`src/rtl/axis_packet_arbiter.sv`:
```
// Round-robin packet arbiter: four AXI4-Stream sources share one master link.
// A source keeps the link for a whole packet. After its tlast beat the winner
// drops to the lowest priority for the next arbitration.
module axis_packet_arbiter #(
  parameter int unsigned DATABUSWIDTH = 16,
  parameter int unsigned TDESTWIDTH   = 2,
  parameter int unsigned MAXBEATS     = 256
) (
  input  logic                           clk,
  input  logic                           reset,
  input  logic [3:0]                     s_axis_tvalid,
  output logic [3:0]                     s_axis_tready,
  input  logic [4*8*DATABUSWIDTH-1:0]    s_axis_tdata,
  input  logic [4*DATABUSWIDTH-1:0]      s_axis_tkeep,
  input  logic [3:0]                     s_axis_tlast,
  input  logic [4*TDESTWIDTH-1:0]        s_axis_tdest,
  output logic                           m_axis_tvalid,
  input  logic                           m_axis_tready,
  output logic [8*DATABUSWIDTH-1:0]      m_axis_tdata,
  output logic [DATABUSWIDTH-1:0]        m_axis_tkeep,
  output logic                           m_axis_tlast,
  output logic [TDESTWIDTH-1:0]          m_axis_tdest,
  output logic [3:0]                     grant,
  output logic                           busy,
  output logic                           overrun_err
);

  localparam int unsigned DW = 8 * DATABUSWIDTH;
  localparam int unsigned KW = DATABUSWIDTH;
  localparam int unsigned TW = TDESTWIDTH;

  localparam logic [0:0] IDLE = 1'b0;
  localparam logic [0:0] XFER = 1'b1;

  logic [0:0]  state_q, state_d;
  logic [3:0]  grant_q, grant_d;
  logic [1:0]  prio_ptr_q, prio_ptr_d;
  logic [15:0] beat_cnt_q, beat_cnt_d;
  logic        overrun_err_q, overrun_err_d;

  logic        in_xfer;
  logic [1:0]  gidx;
  logic [1:0]  pick_idx;
  logic [1:0]  cand;
  logic        pick_valid;
  logic        beat_fire;

  assign in_xfer = (state_q == XFER);

  // Encode the registered one-hot grant into a mux select.
  always_comb begin
    gidx = 2'd0;
    case (grant_q)
      4'b0010: gidx = 2'd1;
      4'b0100: gidx = 2'd2;
      4'b1000: gidx = 2'd3;
      default: gidx = 2'd0;
    endcase
  end

  // Find the first requester searching upward from prio_ptr, wrapping at 4.
  always_comb begin
    pick_valid = 1'b0;
    pick_idx   = prio_ptr_q;
    cand       = 2'd0;
    for (int k = 0; k < 4; k++) begin
      cand = prio_ptr_q + 2'(k);
      if (!pick_valid && s_axis_tvalid[cand]) begin
        pick_valid = 1'b1;
        pick_idx   = cand;
      end
    end
  end

  // Datapath mux from the granted source; tready only from registered grant.
  always_comb begin
    m_axis_tvalid = in_xfer & s_axis_tvalid[gidx];
    m_axis_tdata  = s_axis_tdata[int'(gidx)*DW +: DW];
    m_axis_tkeep  = s_axis_tkeep[int'(gidx)*KW +: KW];
    m_axis_tlast  = s_axis_tlast[gidx];
    m_axis_tdest  = s_axis_tdest[int'(gidx)*TW +: TW];
    s_axis_tready = in_xfer ? (grant_q & {4{m_axis_tready}}) : 4'b0000;
  end

  assign beat_fire = m_axis_tvalid & m_axis_tready;

  // Next-state: arbitrate in IDLE, hold the grant until the tlast beat in XFER.
  always_comb begin
    state_d       = state_q;
    grant_d       = grant_q;
    prio_ptr_d    = prio_ptr_q;
    beat_cnt_d    = beat_cnt_q;
    overrun_err_d = overrun_err_q;
    if (!in_xfer) begin
      beat_cnt_d = 16'd0;
      if (pick_valid) begin
        state_d = XFER;
        grant_d = 4'b0001 << pick_idx;
      end
    end else if (beat_fire) begin
      if (beat_cnt_q != 16'hFFFF) begin
        beat_cnt_d = beat_cnt_q + 16'd1;
      end
      // Flag only; the packet still passes through untruncated.
      if (!m_axis_tlast && (({1'b0, beat_cnt_q} + 17'd1) == 17'(MAXBEATS))) begin
        overrun_err_d = 1'b1;
      end
      if (m_axis_tlast) begin
        state_d    = IDLE;
        grant_d    = 4'b0000;
        prio_ptr_d = gidx + 2'd1;
      end
    end
  end

  // State registers with asynchronous active-high reset.
  always_ff @(posedge clk or posedge reset) begin
    if (reset) begin
      state_q       <= IDLE;
      grant_q       <= 4'b0000;
      prio_ptr_q    <= 2'd0;
      beat_cnt_q    <= 16'd0;
      overrun_err_q <= 1'b0;
    end else begin
      state_q       <= state_d;
      grant_q       <= grant_d;
      prio_ptr_q    <= prio_ptr_d;
      beat_cnt_q    <= beat_cnt_d;
      overrun_err_q <= overrun_err_d;
    end
  end

  assign grant       = grant_q;
  assign busy        = in_xfer;
  assign overrun_err = overrun_err_q;

endmodule

```
`config.mk`:
```
export PLATFORM = sky130hd
export DESIGN_NAME = axis_packet_arbiter
export DESIGN_NICKNAME = d
export VERILOG_FILES = /design/src/rtl/axis_packet_arbiter.sv
export SDC_FILE = /design/constraint.sdc
export NUM_CORES = 1
export LEC_CHECK = 0
export ABC_AREA = 1
export CORE_AREA = 2 2 294 296
export CTS_BUF_LIST = sky130_fd_sc_hd__clkbuf_8
export CTS_CLUSTER_SIZE = 10
export DETAILED_ROUTE_END_ITERATION = 12
export DIE_AREA = 0 0 296 298
export SYNTH_ARGS = -nofsm -noshare
export SYNTH_HDL_FRONTEND = slang
export SYNTH_SLANG_ARGS = --single-unit
```
`constraint.sdc`:
```
create_clock -name clk -period 5.19 [get_ports clk]
set_clock_uncertainty 0.05 [all_clocks]
set_input_delay 1.038 -clock clk [delete_from_list [all_inputs] [get_ports clk]]
set_output_delay 1.038 -clock clk [all_outputs]
set_load 0.005 [all_outputs]
```
Yosys cells after proc, flatten, opt, wreduce, memory -nomap -nowiden
Cells that the tools add are included.
W data, S select, Z words.
Storage, ports and cells
  logic and storage cells: 76
  output and inout bits: 158
  input port bits: 595
  flip-flop bits (word level): 24
Cells by class
  reduce and logical (&&, ||, !) cells: 13
  bitwise operators: 3
  multiplexer cells: 32
  shift-type cells: 4
  add/sub/neg operators: 6
  order comparisons: 5
  eq/ne operators: 8
Operator list (count)
  $shiftx A512 B10 Y128: 1
  $shiftx A64 B7 Y16: 1
  $mux W16: 3
  $mux W4: 5
  $add A16 B1 Y17 const B: 1
  $eq A17 B9 Y1 const B: 1
  $add A16 B1 Y16 const B: 1
  $ne A16 B16 Y1 const B: 1
  $lt A2 B3 Y1 const B: 5
  $mux W1: 14
  $bmux W1 S2: 6
  $reduce_and A3 Y1: 3
  $shiftx A8 B4 Y2: 1
  $mux W2: 3
  $pmux W2 S3: 1
  $add A2 B1 Y2 const B: 2
  $add A2 B2 Y2 const B: 2
  $and A4 B4 Y4: 1
  $eq A4 B2 Y1 const B: 1
  $eq A4 B3 Y1 const B: 1
  $eq A4 B4 Y1 const B: 1
  $logic_and A1 B1 Y1: 4
  $logic_not A1 Y1: 4
  $ne A2 B1 Y1 const B: 2
  5 further kinds: 6

Logic depth before layout (Yosys ltp)
Gate-level depths: netlist of the first run.
  depth in word-level cells: 15
  depth in mapped cells: 15
  depth with buffers taken out: 14

Worst setup path after synthesis of the first run
No wires, ideal clock.
  path type: register -> output
  start point: reg grant_q[1], in the netlist grant[1]
  end point: out m_axis_tdata[101]
  setup slack: 2.586 ns
  stages on the path, launching flop included: 10
  buffers on the path: 2
  data required time: 4.102 ns
  data arrival time: 1.516 ns
  cells stage by stage: dfrtp_1 inv_1 nor2_2 nand2_2 nand2_4 inv_1 buf_2 clkbuf_1 nor2_1 o22ai_1
On the way
  word-level cells in the longest chain between the ends: 3
  elaborated cells on any way between the ends: 5
  classes of those cells: 3 x eq/ne; 1 x shift; 1 x mux
Ends and longest elaborated chain
  start, declared: RTL line 36  | logic [3:0] grant_q, grant_d;
  start signal, assigned: RTL line 126  | grant_q <= grant_d;
  $eq A4 B4 Y1, or another cell as far along: RTL line 53  | case (grant_q)
  $pmux W2 S3 (*): RTL line 53
  $shiftx A512 B10 Y128 (*): RTL line 78  | m_axis_tdata = s_axis_tdata[int'(gidx)*DW +: DW];
  end, declared: RTL line 19  | output logic [8*DATABUSWIDTH-1:0] m_axis_tdata,
Mark *: on every way between the ends. The rest lies on a longest branch, timed or not.

Worst setup path in the final report of the first run
  start point: reg grant_q[0], in the netlist grant[0]
  end point: out m_axis_tdata[107]
Same word-level chain as after synthesis.

==> impl_summary.md, run 1 <==
Synthesis
The number of synthesized register bits is 24. Of all cell types, the one taking the most synthesized area is sky130_fd_sc_hd__o21ai_0. The number of distinct library cells after synthesis is 26. The combined area of all synthesized cells is 5710 µm². After technology mapping, the gate count stands at 1135. After synthesis, the largest area contributor takes up between 20% and 30% of total cell area. The fraction of the yosys area taken by sequential cells is between 10% and 20%. The synthesized net count is roughly 1700.

Yosys attributes the largest share of cell area to sky130_fd_sc_hd__o21ai_0 25%, sky130_fd_sc_hd__nor2_1 21%, sky130_fd_sc_hd__o22ai_1 16%, sky130_fd_sc_hd__dfrtp_1 11%, sky130_fd_sc_hd__nand2_1 10%. The synthesized area per cell is 5.03 µm². The count of warnings emitted by yosys is 0.

Power
The internal power consumption is 0.00315 W. The combinational share of power is 93.9%. Per report_power, the sequential group accounts for around 4% of the total. The total power is approximately 0.0065 W.

The net switching power figure is between 0.003 and 0.004 W. The maximum ir drop on the vdd rail is a little under 0.5 mV. The clock power share is roughly 2%. The switching part of the total is 51.7%.

The analysis attributes to cell leakage a power of 5.18 nW. Dividing total power by cell area gives a power density of between 400 and 500 nW/µm².

STA
Counting I/O delays and the setup requirement, the final critical path takes around 4400 ps. The total of endpoints with negative setup slack in the final report is 0. Setup total negative slack on the finished layout was measured at 0 ps.

Across all setup checks in the final design, the least slack found is just over 800 ps. The final number of max-transition violations is 0. The relative max-transition margin is 36.8%. The number of failing hold endpoints at the final stage came to 0.

The worst path uses a little over four fifths of the clock period. Setup repair after global routing left no endpoint under its margin. The peak clock frequency supported by timing is about 230 MHz.

The actual transition at the worst max-transition pin is ~950 ps.

Floorplan
The initial core utilization is ~6.7%. The core region is 84900 µm². In this run the core area contains 107 standard-cell rows.

The die height is 298 µm. The count of pins on the block boundary is roughly 750. The die area is approximately 90000 µm². The die is 296 µm wide.

Placement
Routability-driven placement finished with a final weighted congestion of approximately 0.87. Detailed placement ended at an HPWL of 50300 µm. The worst setup slack before clock tree synthesis is 1020 ps. The count of buffers from port buffering is approximately 750.

The instance count after placement with tap cells included is roughly 2900.

CTS
CTS built an H-tree with a depth of 1. For this design, the sink count on the clock tree is 24. The number of buffers added by the clock tree synthesis step is 3.

The cell at the root of the clock tree is sky130_fd_sc_hd__clkbuf_8. The CTS tree is done. For the worst-skew pair, the clock arrives at the later sink with an insertion delay of around 270 ps. The count of hold-fix buffers inserted at cts is 0. In this run the post-CTS setup repair buffer count came out at 0. The number of gates given a new drive strength after cts is 0.

The clock-pin slew on the worst setup and hold paths is approximately 90 ps. Counting along the longest clock path gives a buffer depth of 2.

Cells and area
The total area of multi-input combinational cells is about 4600 µm². The number of fill cells in the layout is 9814. The post-route netlist has slightly below 2% of its cells at a drive strength greater than 1.

The final non-filler cell total is about 3000. For this run, the post-layout net count is approximately 2400. The area of all sequential standard cells is between 600 and 700 µm². The final core area utilization is between 15 and 20%.

The growth of design area from synthesis to finish is 155%.

Worst setup path
The critical path startpoint category is a flop. The data arrival time of the critical path is 3280 ps. STA puts the critical path data required time at between 4000 and 5000 ps. The endpoint identified for the worst register-to-register timing path is overrun_err$_DFFE_PP0P_. The nature of the critical path endpoint is an output port.

Across all register-to-register paths, the minimum setup slack is roughly 2600 ps. The setup path with the least slack is of type reg2out. The worst-case reg-to-reg path depth is 9. The highest net fanout along the worst path is 58.

The beginning of the worst register-to-register path is grant[0]$_DFFE_PP0P_.

Hold path
Counting instances, the worst hold path has a depth of 2. The launch point of the worst hold path is overrun_err$_DFFE_PP0P_. The endpoint of the worst hold-timing path is overrun_err$_DFFE_PP0P_.

The worst min-delay path class is reg2reg.

Route
Summed over all layers, the routed wires come to 58800 µm. The routed layout has roughly 11000 vias. The first-pass detailed-route iteration total is 5. The count of nets left with antenna violations once routing finished came out at 0. The final routed wire length divided by cell count is 19.8 µm. The DRC violations left is 0. The number of DRC markers after the initial detailed-route iteration is just under 700. The mean number of vias per cell is 3.72.

Global routing
The number of antenna violations at the first check in global routing was 48. The pin count of the biggest net entering global routing is 120. Global routing finished with a remaining overflow of 0.

The number of global-route vias before repair is between 10000 and 15000. The global-route wire length before repair is a little under 80000 µm. Global routing used around an eighth of the available tracks.

Run status
The run finished with clean final reports.

Flow run
The total of max-cap violations is 0.
[critical path: stages (launching register included)]
cell                              delay (ps)
sky130_fd_sc_hd__dfrtp_1                 430
sky130_fd_sc_hd__nor2_2                  170
sky130_fd_sc_hd__nand3_2                 230
sky130_fd_sc_hd__nand2_8                 320
sky130_fd_sc_hd__buf_4                   540
sky130_fd_sc_hd__o21ai_0                 280
sky130_fd_sc_hd__o22ai_1                 370
sky130_fd_sc_hd__clkdlybuf4s50_1         600
[power groups by stage]
stage / clock (W) / combinational, W / sequential (W)
finish: 0.000129 / 0.00613 / 0.000270
global route: 0.000143 / 0.00669 / 0.000278
CTS: 0.000136 / 0.00620 / 0.000270
detailed placement: 0 / 0.00617 / 0.000273
global placement: 0 / 0.00618 / 0.000273
floorplan: 0 / 0.00260 / 0.000256
[synthesized netlist by cell type, drive strengths merged]
cell / count
nor2: 324
o21ai: 298
nand2: 158
o22ai: 146
clkbuf: 74
inv: 38
nand3: 28
buf: 25
dfrtp: 24
nand4: 6
xor2: 5
nor3: 4
a21oi: 1
ha: 1
nand3b: 1
nor4: 1
xnor2: 1
[per-stage QoR]
step	instance area [µm²]	hold slack, ps
floorplan	5710	407
global placement	14400	406
detailed placement	14400	411
CTS	14500	444
global route	14500	484
finish	14500	430
[state kept, by name, summed over array words and instances (netlist names)]
| name | flops |
|---|---|
| grant | 4 |
| beat_cnt_q | 16 |
| overrun_err | 1 |
| prio_ptr_q | 2 |
| busy | 1 |
[cell type report]
| class | instances | share of cell area [%] |
|---|---|---|
| timing repair buffer | 765 | 52.8 |
| multi-input combinational | 974 | 31.5 |
| tap | 1144 | 9.84 |
| sequential | 24 | 4.13 |
| inverter | 38 | 1.05 |
| clock buffer | 4 | 0.379 |
| antenna | 16 | 0.275 |
[how the worst max path moves through the flow]
stage	cells past startpoint	start	endpoint	slack, ps
2_1_floorplan	9	grant[1]$_DFFE_PP0P_	m_axis_tdata[101]	2590
3_3_place_gp	7	grant[0]$_DFFE_PP0P_	m_axis_tkeep[11]	1080
3_5_place_dp	7	grant[0]$_DFFE_PP0P_	m_axis_tkeep[11]	1020
4_1_cts	7	grant[0]$_DFFE_PP0P_	m_axis_tkeep[11]	700
5_1_grt	7	grant[0]$_DFFE_PP0P_	m_axis_tdata[107]	540
6_report	7	grant[0]$_DFFE_PP0P_	m_axis_tdata[107]	820
[cells in the final DEF (no fill, tap or decap), types with 10 or more instances in the layout]
master | netlist | layout
sky130_fd_sc_hd__diode_2 | 0 | 16
sky130_fd_sc_hd__dfrtp_1 | 24 | 24
sky130_fd_sc_hd__o21ai_1 | 11 | 11
sky130_fd_sc_hd__clkdlybuf4s50_1 | 0 | 750
sky130_fd_sc_hd__nand3_1 | 25 | 25
sky130_fd_sc_hd__buf_4 | 0 | 10
sky130_fd_sc_hd__inv_1 | 35 | 34
sky130_fd_sc_hd__nand2_1 | 154 | 154
sky130_fd_sc_hd__nor2_1 | 320 | 320
sky130_fd_sc_hd__o21ai_0 | 287 | 287
sky130_fd_sc_hd__o22ai_1 | 146 | 146
[per-layer routing]
layer	track usage, %	vias up	share of wire, %
li1	-	5272	-
met1	12.7	5005	36
met2	21.0	625	47
met3	7.10	103	15
met4	3.54	34	2.6
met5	0	-	0.39
[cells by family after synthesis]
logic type      share of synthesized area [%]
simple gates                             36.5
buf+inv                                  9.67
xor+xnor                                0.921
compound gates                           42.2
fa+ha+maj                               0.219
flops                                    10.5
Note: power is estimated with default switching activity, not from simulation.
==> run 2: changes to the inputs <==
--- a/config.mk
+++ b/config.mk
@@ -6,11 +6,11 @@
 export NUM_CORES = 1
 export LEC_CHECK = 0
 export ABC_AREA = 1
-export CORE_AREA = 2 2 294 296
+export CORE_AREA = 2 2 290 292
 export CTS_BUF_LIST = sky130_fd_sc_hd__clkbuf_8
 export CTS_CLUSTER_SIZE = 10
 export DETAILED_ROUTE_END_ITERATION = 12
-export DIE_AREA = 0 0 296 298
+export DIE_AREA = 0 0 292 294
 export SYNTH_ARGS = -nofsm -noshare
 export SYNTH_HDL_FRONTEND = slang
 export SYNTH_SLANG_ARGS = --single-unit
==> constraint.sdc (replaced) <==
create_clock -name clk -period 3.7 [get_ports clk]
set_clock_uncertainty 0.05 [all_clocks]
set_input_delay 0.74 -clock clk [delete_from_list [all_inputs] [get_ports clk]]
set_output_delay 0.74 -clock clk [all_outputs]
set_load 0.005 [all_outputs]
==> run 2 against run 1 <==
Via count increased by 2.9%; power rose by 48%; cell count is 0.81% lower; critical path depth up 3; utilization increased by 0.80 points; setup slack worse by 700 ps; critical path type unchanged; largest power group unchanged.
==> impl_summary.md, run 2 (synthesis gave the netlist of run 1 again) <==
Worst setup path
The startpoint identified for the worst register-to-register timing path is grant[0]$_DFFE_PP0P_. STA classifies the critical path startpoint as a flop. The gate family responsible for the most delay along the worst path is buffers and inverters. For this design, the slowest cell found on the critical path is sky130_fd_sc_hd__clkdlybuf4s50_1. The endpoint of the most critical register-to-register path is overrun_err$_DFFE_PP0P_.

The critical path buffer and inverter count is 5 (+3). The delay of the slowest critical-path stage is 570 ps (-30 ps). By startpoint and endpoint, the worst setup path is classified as reg2out.

The worst path required time was 2910 ps (-1190 ps). The reg-to-reg setup timing slack is 1250 ps (-1310 ps). The data arrival time of the critical path is 2790 ps (-490 ps). Walking the worst path, the cells encountered are inv_1 -> nor2_2 -> nand2_2 -> nand2_8 -> inv_8 -> buf_12 -> buf_4 -> nor2_1 -> o22ai_1 -> clkdlybuf4s50_1. The highest net fanout along the worst path is 39 (-33%).

The nature of the critical path endpoint is an output port. The worst-case reg-to-reg path depth was 10 (+1).

STA
The smallest clock period supported by the final layout is computed as 3580 ps. Setup repair after global routing left no endpoint under its margin. The final number of max-transition violations is 0 (unchanged). The final total negative setup slack is 0 ps (unchanged).

The relative max-transition margin is 36.7% (-0.15 points). The total of endpoints with negative setup slack in the final report is 0 (unchanged). The number of failing hold endpoints at the final stage is 0 (unchanged). The actual transition at the worst max-transition pin was 949 ps (+2.22 ps). The final worst hold slack came to 419 ps (-11.3 ps). After layout, the worst path uses slightly below 100% of the clock period. The peak clock frequency supported by timing is 279 MHz.

Route
The final routed wire length divided by cell count came to 21.4 µm (+7.7%). The final wirelength came to 62800 µm (+6.9%). The mean number of vias per cell is 3.86 (+3.8%). The first-pass detailed-route iteration total is 5 (unchanged).

The number of antenna-violating nets in the routed design was 0 (unchanged). The via count of the routed design is 11400 (+2.9%). The number of DRC markers after the initial detailed-route iteration is 827 (+19%).

The DRC violations left is 0 (unchanged).

Global routing
The total global routing overflow is 0 (unchanged). The pin count of the biggest net entering global routing is 65 (-46%). The combined global-route utilization of all metal layers is 13.5% (+1.2 points). The number of antenna violations at the first check in global routing came to 63 (+31%). The number of global-route vias before repair is 10900 (+0.10%). The global-route wire length before repair is 81800 µm (+5.2%).

Cells and area
The area of all sequential standard cells came to 601 µm² (unchanged). The layout net count is 2439 (+1.5%). The final non-filler cell total is 2941 (-0.81%). The total area of multi-input combinational cells is 4570 µm² (-0.19%). The number of fill cells in the layout came to 9446 (-3.7%). The share of post-route cells with drive strength above 1 was 4.13% (+2.2 points). Leaving out fill and tap cells, the most frequent cells in the layout are 746 x sky130_fd_sc_hd__clkdlybuf4s50_1, 320 x sky130_fd_sc_hd__nor2_1, 287 x sky130_fd_sc_hd__o21ai_0, 154 x sky130_fd_sc_hd__nand2_1, 146 x sky130_fd_sc_hd__o22ai_1. The number of flip-flops under the largest register name is 16 (unchanged).

The most common cell after layout, fill and taps aside is sky130_fd_sc_hd__clkdlybuf4s50_1. From synthesis to final layout, the design area changed by 160%. The register with the most flip-flops is beat_cnt_q.

CTS
The clock latency on the worst-skew pair is 270 ps (about the same). The count of hold-fix buffers inserted at cts came to 0 (unchanged). The number of buffers added by the clock tree synthesis step came to 3 (unchanged).

The number of gates given a new drive strength after cts is 0 (unchanged). The clock-pin slew on the worst setup and hold paths was 90 ps (about the same). The number of buffers added for setup after CTS came to 0 (unchanged).

Clock tree synthesis selected as its root buffer the cell sky130_fd_sc_hd__clkbuf_8. The CTS tree is done. The total number of H-tree levels is 1 (unchanged). The total number of clock tree sinks is 24 (unchanged). The worst-case clock buffer depth was 2 (unchanged).

Floorplan
The count of pins on the block boundary came to 753 (unchanged). The width of the die is 292 µm (-1.4%). The die height is 294 µm (-1.3%). The area inside the core boundary came to 82900 µm² (-2.3%).

The number of placement rows is 106 (-0.93%). The initial core utilization is 6.89% (+0.16 points). The die area is 85800 µm² (-2.7%).

Power
The internal power consumption is 0.00487 W (+54%). The maximum ir drop on the vdd rail came to 0.271 mV (-44%). The share of total power in sequential cells is 4.0% (about the same). The switching part of the total is 49.6% (-2.1 points). The leakage component of the power was 5.40 nW (+4.3%).

The clock power share came to 1.9% (about the same). The combinational share of power is 94.1% (+0.2 points). The total power divided by cell area was 650 nW/µm² (+45%).

The net switching power figure was 0.00479 W (+42%).

Hold path
The startpoint identified for the worst hold timing path is overrun_err$_DFFE_PP0P_. The worst min-delay path class is reg2reg. The path with the worst hold slack has its endpoint at overrun_err$_DFFE_PP0P_. The depth of the worst hold-timing path is 2 (unchanged).

Placement
The count of buffers from port buffering is 752 (unchanged). The instance count after placement with tap cells included is 2918 (-0.92%). The HPWL reported at the end of detailed placement is 55100 µm (+9.5%). The routability congestion estimate is 0.910 (+4.7%).

Run status
The flow ran to the end, and the final reports show no timing, DRC or antenna violations.

Flow run
The total of max-cap violations is 0 (unchanged).
## run 2: power by group through the flow
stage | clock [W] | combinational (W) | sequential (W)
after floorplan | 0 | 0.00365 | 0.000359
after CTS | 0.000189 | 0.00916 | 0.000381
final | 0.000185 | 0.00909 | 0.000383
after global routing | 0.000201 | 0.00985 | 0.000393
after detailed placement | 0 | 0.00912 | 0.000387
after global placement | 0 | 0.00911 | 0.000385
## run 2: worst register-to-register path: cells and delay by family, from the launching register on
family | cells | cell delay [ps]
flip-flops | 1 | 440
AND/OR/NAND/NOR | 8 | 1650
buffers and inverters | 2 | 250
## run 2: worst max path at each step
stage / from / to / slack, ps / cells after the start
global placement: grant[1]$_DFFE_PP0P_ / m_axis_tdata[22] / 440 / 10
floorplan: grant[1]$_DFFE_PP0P_ / m_axis_tdata[101] / 1390 / 9
finish: grant[1]$_DFFE_PP0P_ / m_axis_tdata[22] / 120 / 10
global route: grant[2]$_DFFE_PP0P_ / m_axis_tdata[22] / 20 / 9
CTS: grant[0]$_DFFE_PP0P_ / m_axis_tdata[22] / 110 / 7
detailed placement: grant[0]$_DFFE_PP0P_ / m_axis_tdata[22] / 430 / 7
## run 2: per-layer routing
layer | part of all wire (%) | GRT usage, % | vias to the layer above
met5 | 0.50 | 0 | -
met4 | 3.2 | 4.05 | 50
met3 | 14 | 7.27 | 125
met2 | 43 | 20.8 | 668
met1 | 40 | 16.1 | 5164
li1 | - | - | 5356
## run 2: area by class of cell
cell class	instances	area share, %
well taps	1080	9.09
repair buffers	802	54.4
diodes	19	0.320
clock buffers	4	0.370
multi-input cells	974	30.7
flip-flops and latches	24	4.04
inverters	38	1.03
## run 2: metrics by stage
stage / total power [W] / area, µm² / setup slack [ps] / util [%]
2_1_floorplan: 0.00401 / 5710 / 1390 / -
3_3_place_gp: 0.00950 / 14800 / 439 / 17.8
3_5_place_dp: 0.00951 / 14800 / 428 / 17.8
4_1_cts: 0.00973 / 14800 / 108 / 17.9
5_1_grt: 0.0104 / 14800 / 17.1 / 17.9
6_report: 0.00966 / 14900 / 120 / 17.9
==> run 3: changes to the inputs <==
--- a/config.mk
+++ b/config.mk
@@ -5,12 +5,12 @@
 export SDC_FILE = /design/constraint.sdc
 export NUM_CORES = 1
 export LEC_CHECK = 0
-export ABC_AREA = 1
-export CORE_AREA = 2 2 290 292
+export CORE_AREA = 2 2 297 299
 export CTS_BUF_LIST = sky130_fd_sc_hd__clkbuf_8
 export CTS_CLUSTER_SIZE = 10
 export DETAILED_ROUTE_END_ITERATION = 12
-export DIE_AREA = 0 0 292 294
+export DIE_AREA = 0 0 299 301
+export SLEW_MARGIN = 20
 export SYNTH_ARGS = -nofsm -noshare
 export SYNTH_HDL_FRONTEND = slang
 export SYNTH_SLANG_ARGS = --single-unit
==> run 3 against run 2 <==
Sequential power grew 13%; setup slack lost 66 ps; global-route usage grew 0.28 points; via count shrank 7.5%; critical path depth shrank 3; sequential share of layout area grew 0.14 points; register-to-register slack lost 270 ps.
==> impl_summary.md, run 3 <==
CTS
The cell at the root of the clock tree is sky130_fd_sc_hd__clkbuf_8. The clock latency on the worst-skew pair is 270 ps (about the same). The CTS tree is done.

The clock-pin slew on the worst setup and hold paths came to 90 ps (about the same). The worst-case clock buffer depth is 2 (unchanged). The number of buffers added by the clock tree synthesis step was 3 (unchanged). The total number of H-tree levels came to 1 (unchanged). The total number of clock tree sinks came to 24 (unchanged). The count of hold-fix buffers inserted at cts is 0 (unchanged).

Floorplan
The die area is 90000 µm² (+4.8%). The initial core utilization came to 5.97% (-0.91 points). The width of the die is 299 µm (+2.4%).

The count of pins on the block boundary came to 753 (unchanged). The area inside the core boundary was 86500 µm² (+4.3%). The number of placement rows is 108 (+1.9%). The die height is 301 µm (+2.4%).

Synthesis
The post-synthesis async set-or-reset flop share is 100% (unchanged). By count the netlist is led by 310 x sky130_fd_sc_hd__nand2_1, 147 x sky130_fd_sc_hd__a31oi_1, 147 x sky130_fd_sc_hd__o22ai_1, 51 x sky130_fd_sc_hd__clkbuf_1, 41 x sky130_fd_sc_hd__buf_2. The synthesized net count is 1487 (-14%).

The fraction of the yosys area taken by sequential cells is 11.6% (+1.1 points). The number of synthesized register bits is 24 (unchanged). The combined area of all synthesized cells is 5170 µm² (-9.5%). The count of warnings emitted by yosys is 0 (unchanged). The synthesized area per cell came to 5.80 µm² (+15%). The number of synthesized flops with an enable pin was 0 (unchanged).

Yosys attributes the largest share of cell area to sky130_fd_sc_hd__nand2_1 23%, sky130_fd_sc_hd__a31oi_1 18%, sky130_fd_sc_hd__o22ai_1 18%, sky130_fd_sc_hd__dfrtp_1 12%, sky130_fd_sc_hd__buf_2 4.0%. The share of the synthesized area in the top cell type came to 22.5% (-2.6 points). The cell count after synthesis is 891 (-21%).

The number of distinct library cells after synthesis came to 55 (+110%). The cell with the most instances after synthesis is sky130_fd_sc_hd__nand2_1. The biggest area contributor in the post-synthesis netlist is sky130_fd_sc_hd__nand2_1. Among all flip-flop cells after synthesis, the most frequent one is sky130_fd_sc_hd__dfrtp_1.

Worst setup path
The highest net fanout along the worst path was 21 (-46%). The worst path required time was 2910 ps (about the same). The data arrival time of the critical path came to 2860 ps (+70 ps).

The worst setup path is launched from a flop. The critical path in this run is classified as reg2out. The worst-case reg-to-reg path depth is 8 (-2).

The nature of the critical path endpoint is an output port.

Global routing
The combined global-route utilization of all metal layers came to 13.8% (+0.28 points). The pin count of the biggest net entering global routing is 75 (+15%). The number of global-route vias before repair is 10200 (-6.0%). The number of antenna violations at the first check in global routing is 61 (-3.2%). The global-route wire length before repair is 85800 µm (+4.9%). The total global routing overflow is 0 (unchanged).

Placement
The HPWL reported at the end of detailed placement came to 57600 µm (+4.6%). The count of buffers from port buffering came to 752 (unchanged). The instance count after placement with tap cells included was 2746 (-5.9%). The routability congestion estimate is 0.913 (+0.33%).

Route
The final wirelength is 67800 µm (+8.0%). The DRC violations left is 0 (unchanged). The top routing layer in use is met5. The met1 layer wirelength in the final routing is 24700 µm (-0.77%).

The met3 wire length is 12300 µm (+44%). The via count of the routed design was 10500 (-7.5%). The first-pass detailed-route iteration total was 5 (unchanged). The number of DRC markers after the initial detailed-route iteration is 876 (+5.9%).

The length of routed met2 wiring is 29400 µm (+8.9%). The final routed wire length divided by cell count is 24.5 µm (+15%). The mean number of vias per cell is 3.79 (-1.8%). The number of antenna-violating nets in the routed design is 0 (unchanged).

Power
The internal power consumption is 0.00546 W (+12%). The total power divided by cell area is 755 nW/µm² (+16%). The switching part of the total came to 50.0% (+0.42 points). The leakage component of the power is 5.16 nW (-4.5%). The combinational share of power is 94.6% (+0.5 points). The net switching power figure is 0.00547 W (+14%). The total power is 0.0109 W (+13%).

The clock power share is 1.4% (-0.5 points). The maximum ir drop on the vdd rail is 0.860 mV (+220%). The share of total power in sequential cells is 3.9% (about the same).

STA
The relative max-transition margin is 48.2% (+12 points). The peak clock frequency supported by timing is 274 MHz (-1.8%). The actual transition at the worst max-transition pin is 770 ps (-179 ps). The final number of max-transition violations came to 0 (unchanged). Setup repair after global routing left no endpoint under its margin. The number of failing hold endpoints at the final stage is 0 (unchanged).

The total of endpoints with negative setup slack in the final report is 0 (unchanged). The final period utilization came to 98.6% (+1.8 points). The final critical delay including setup and external delays came to 3650 ps (+66.2 ps). The final total negative setup slack is 0 ps (unchanged).

The final worst hold slack is 489 ps (+69.8 ps).

Cells and area
The area of all sequential standard cells came to 604 µm² (+0.63%). The share of post-route cells with drive strength above 1 is 5.43% (+1.3 points). The final non-filler cell total is 2770 (-5.8%).

The area growth from synthesis to layout is 180%. In the layout the commonest cells are 745 x sky130_fd_sc_hd__clkdlybuf4s50_1, 309 x sky130_fd_sc_hd__nand2_1, 147 x sky130_fd_sc_hd__o22ai_1, 145 x sky130_fd_sc_hd__a31oi_1, 45 x sky130_fd_sc_hd__buf_4. The number of flip-flops under the largest register name is 16 (unchanged). The number of fill cells in the layout is 9867 (+4.5%).

beat_cnt_q holds more flip-flops than any other register. The layout net count was 2201 (-9.8%). The most common cell after layout, fill and taps aside is sky130_fd_sc_hd__clkdlybuf4s50_1. The total area of multi-input combinational cells is 4130 µm² (-9.6%).

Flow run
The total of max-cap violations is 0 (unchanged).

Run status
The flow ran to the end, and the final reports show no timing, DRC or antenna violations.

Hold path
The worst min-delay path class is reg2reg. The depth of the worst hold-timing path is 1 (-1).
-- run 3: cell count changes after synthesis, moves of 8 or more --
cell,previous run,this run
sky130_fd_sc_hd__nor2_1,320,9
sky130_fd_sc_hd__o21ai_0,287,12
sky130_fd_sc_hd__nand2_1,154,310
sky130_fd_sc_hd__a31oi_1,0,147
sky130_fd_sc_hd__inv_1,35,8
sky130_fd_sc_hd__clkbuf_1,74,51
sky130_fd_sc_hd__buf_2,24,41
sky130_fd_sc_hd__o21ai_1,11,0
sky130_fd_sc_hd__and3_1,0,8
sky130_fd_sc_hd__nand3_1,25,17
sky130_fd_sc_hd__nor4_1,1,9
-- run 3: stage by stage --
step | utilization, % | area [µm²] | setup slack (ps)
2_1_floorplan | - | 5170 | 1020
3_3_place_gp | 16.5 | 14200 | 294
3_5_place_dp | 16.5 | 14200 | 274
4_1_cts | 16.6 | 14300 | 31.4
5_1_grt | 16.7 | 14500 | 5.64
6_report | 16.7 | 14500 | 53.6
-- run 3: power groups by stage --
stage | logic (W) | registers [W] | clock network, W
after floorplan | 0.00405 | 0.000370 | 0
after global placement | 0.00996 | 0.000432 | 0
after detailed placement | 0.00997 | 0.000437 | 0
after CTS | 0.0102 | 0.000433 | 0.000161
after global routing | 0.0111 | 0.000448 | 0.000175
final | 0.0103 | 0.000431 | 0.000158
-- run 3: timing repair --
action | 4_1_cts | 5_1_grt
pin swaps | 1 | 1
cloned | 1 | 2
resized for setup | 5 | 6
endpoints found under the setup margin | 5 | 43
endpoints found under the hold margin | 0 | 0
setup buffers | 1 | 5
-- run 3: worst paths after layout --
path                                    startpoint                    endpoint  slack (ps)
min                        overrun_err$_DFFE_PP0P_     overrun_err$_DFFE_PP0P_         490
min reg2reg                overrun_err$_DFFE_PP0P_     overrun_err$_DFFE_PP0P_         490
max                           grant[1]$_DFFE_PP0P_           m_axis_tdata[122]          50
max reg2reg                   grant[1]$_DFFE_PP0P_  beat_cnt_q[15]$_DFFE_PP0P_         980
min in group asynchronous                    reset   beat_cnt_q[3]$_DFFE_PP0P_         790
max in group asynchronous                    reset        grant[3]$_DFFE_PP0P_        2430
-- run 3: logic make-up after synthesis --
logic type	after synthesis	synth area share [%]
and+or+nand+nor	400	33.3
AOI/OAI and AO/OA	350	44.2
buffers and inverters	108	9.20
DFF	24	11.6
xor gates and xnor gates	6	1.02
muxes	2	0.412
adders and majority gates	1	0.242
-- run 3: per-layer routing --
layer	global-route usage (%)	vias to the layer above
li1	-	4824
met1	15.2	4834
met2	21.6	675
met3	10.7	111
met4	1.54	66
met5	0	-
-- run 3: critical path, stage by stage, from the launching register on --
cell and delay (ps):
sky130_fd_sc_hd__dfrtp_2 480, sky130_fd_sc_hd__or4b_4 550, sky130_fd_sc_hd__o31ai_4 100, sky130_fd_sc_hd__buf_12 260, sky130_fd_sc_hd__buf_4 220, sky130_fd_sc_hd__o22ai_1 90
sky130_fd_sc_hd__a31oi_1 280, sky130_fd_sc_hd__clkdlybuf4s50_1 570
-- run 3: area by class of cell --
| class | count | area share, % |
|---|---|---|
| clock buffer | 3 | 0.285 |
| inverter | 8 | 0.207 |
| tap | 1155 | 9.99 |
| sequential | 24 | 4.18 |
| timing repair buffer | 809 | 56.6 |
| multi-input combinational | 759 | 28.6 |
| antenna | 12 | 0.207 |
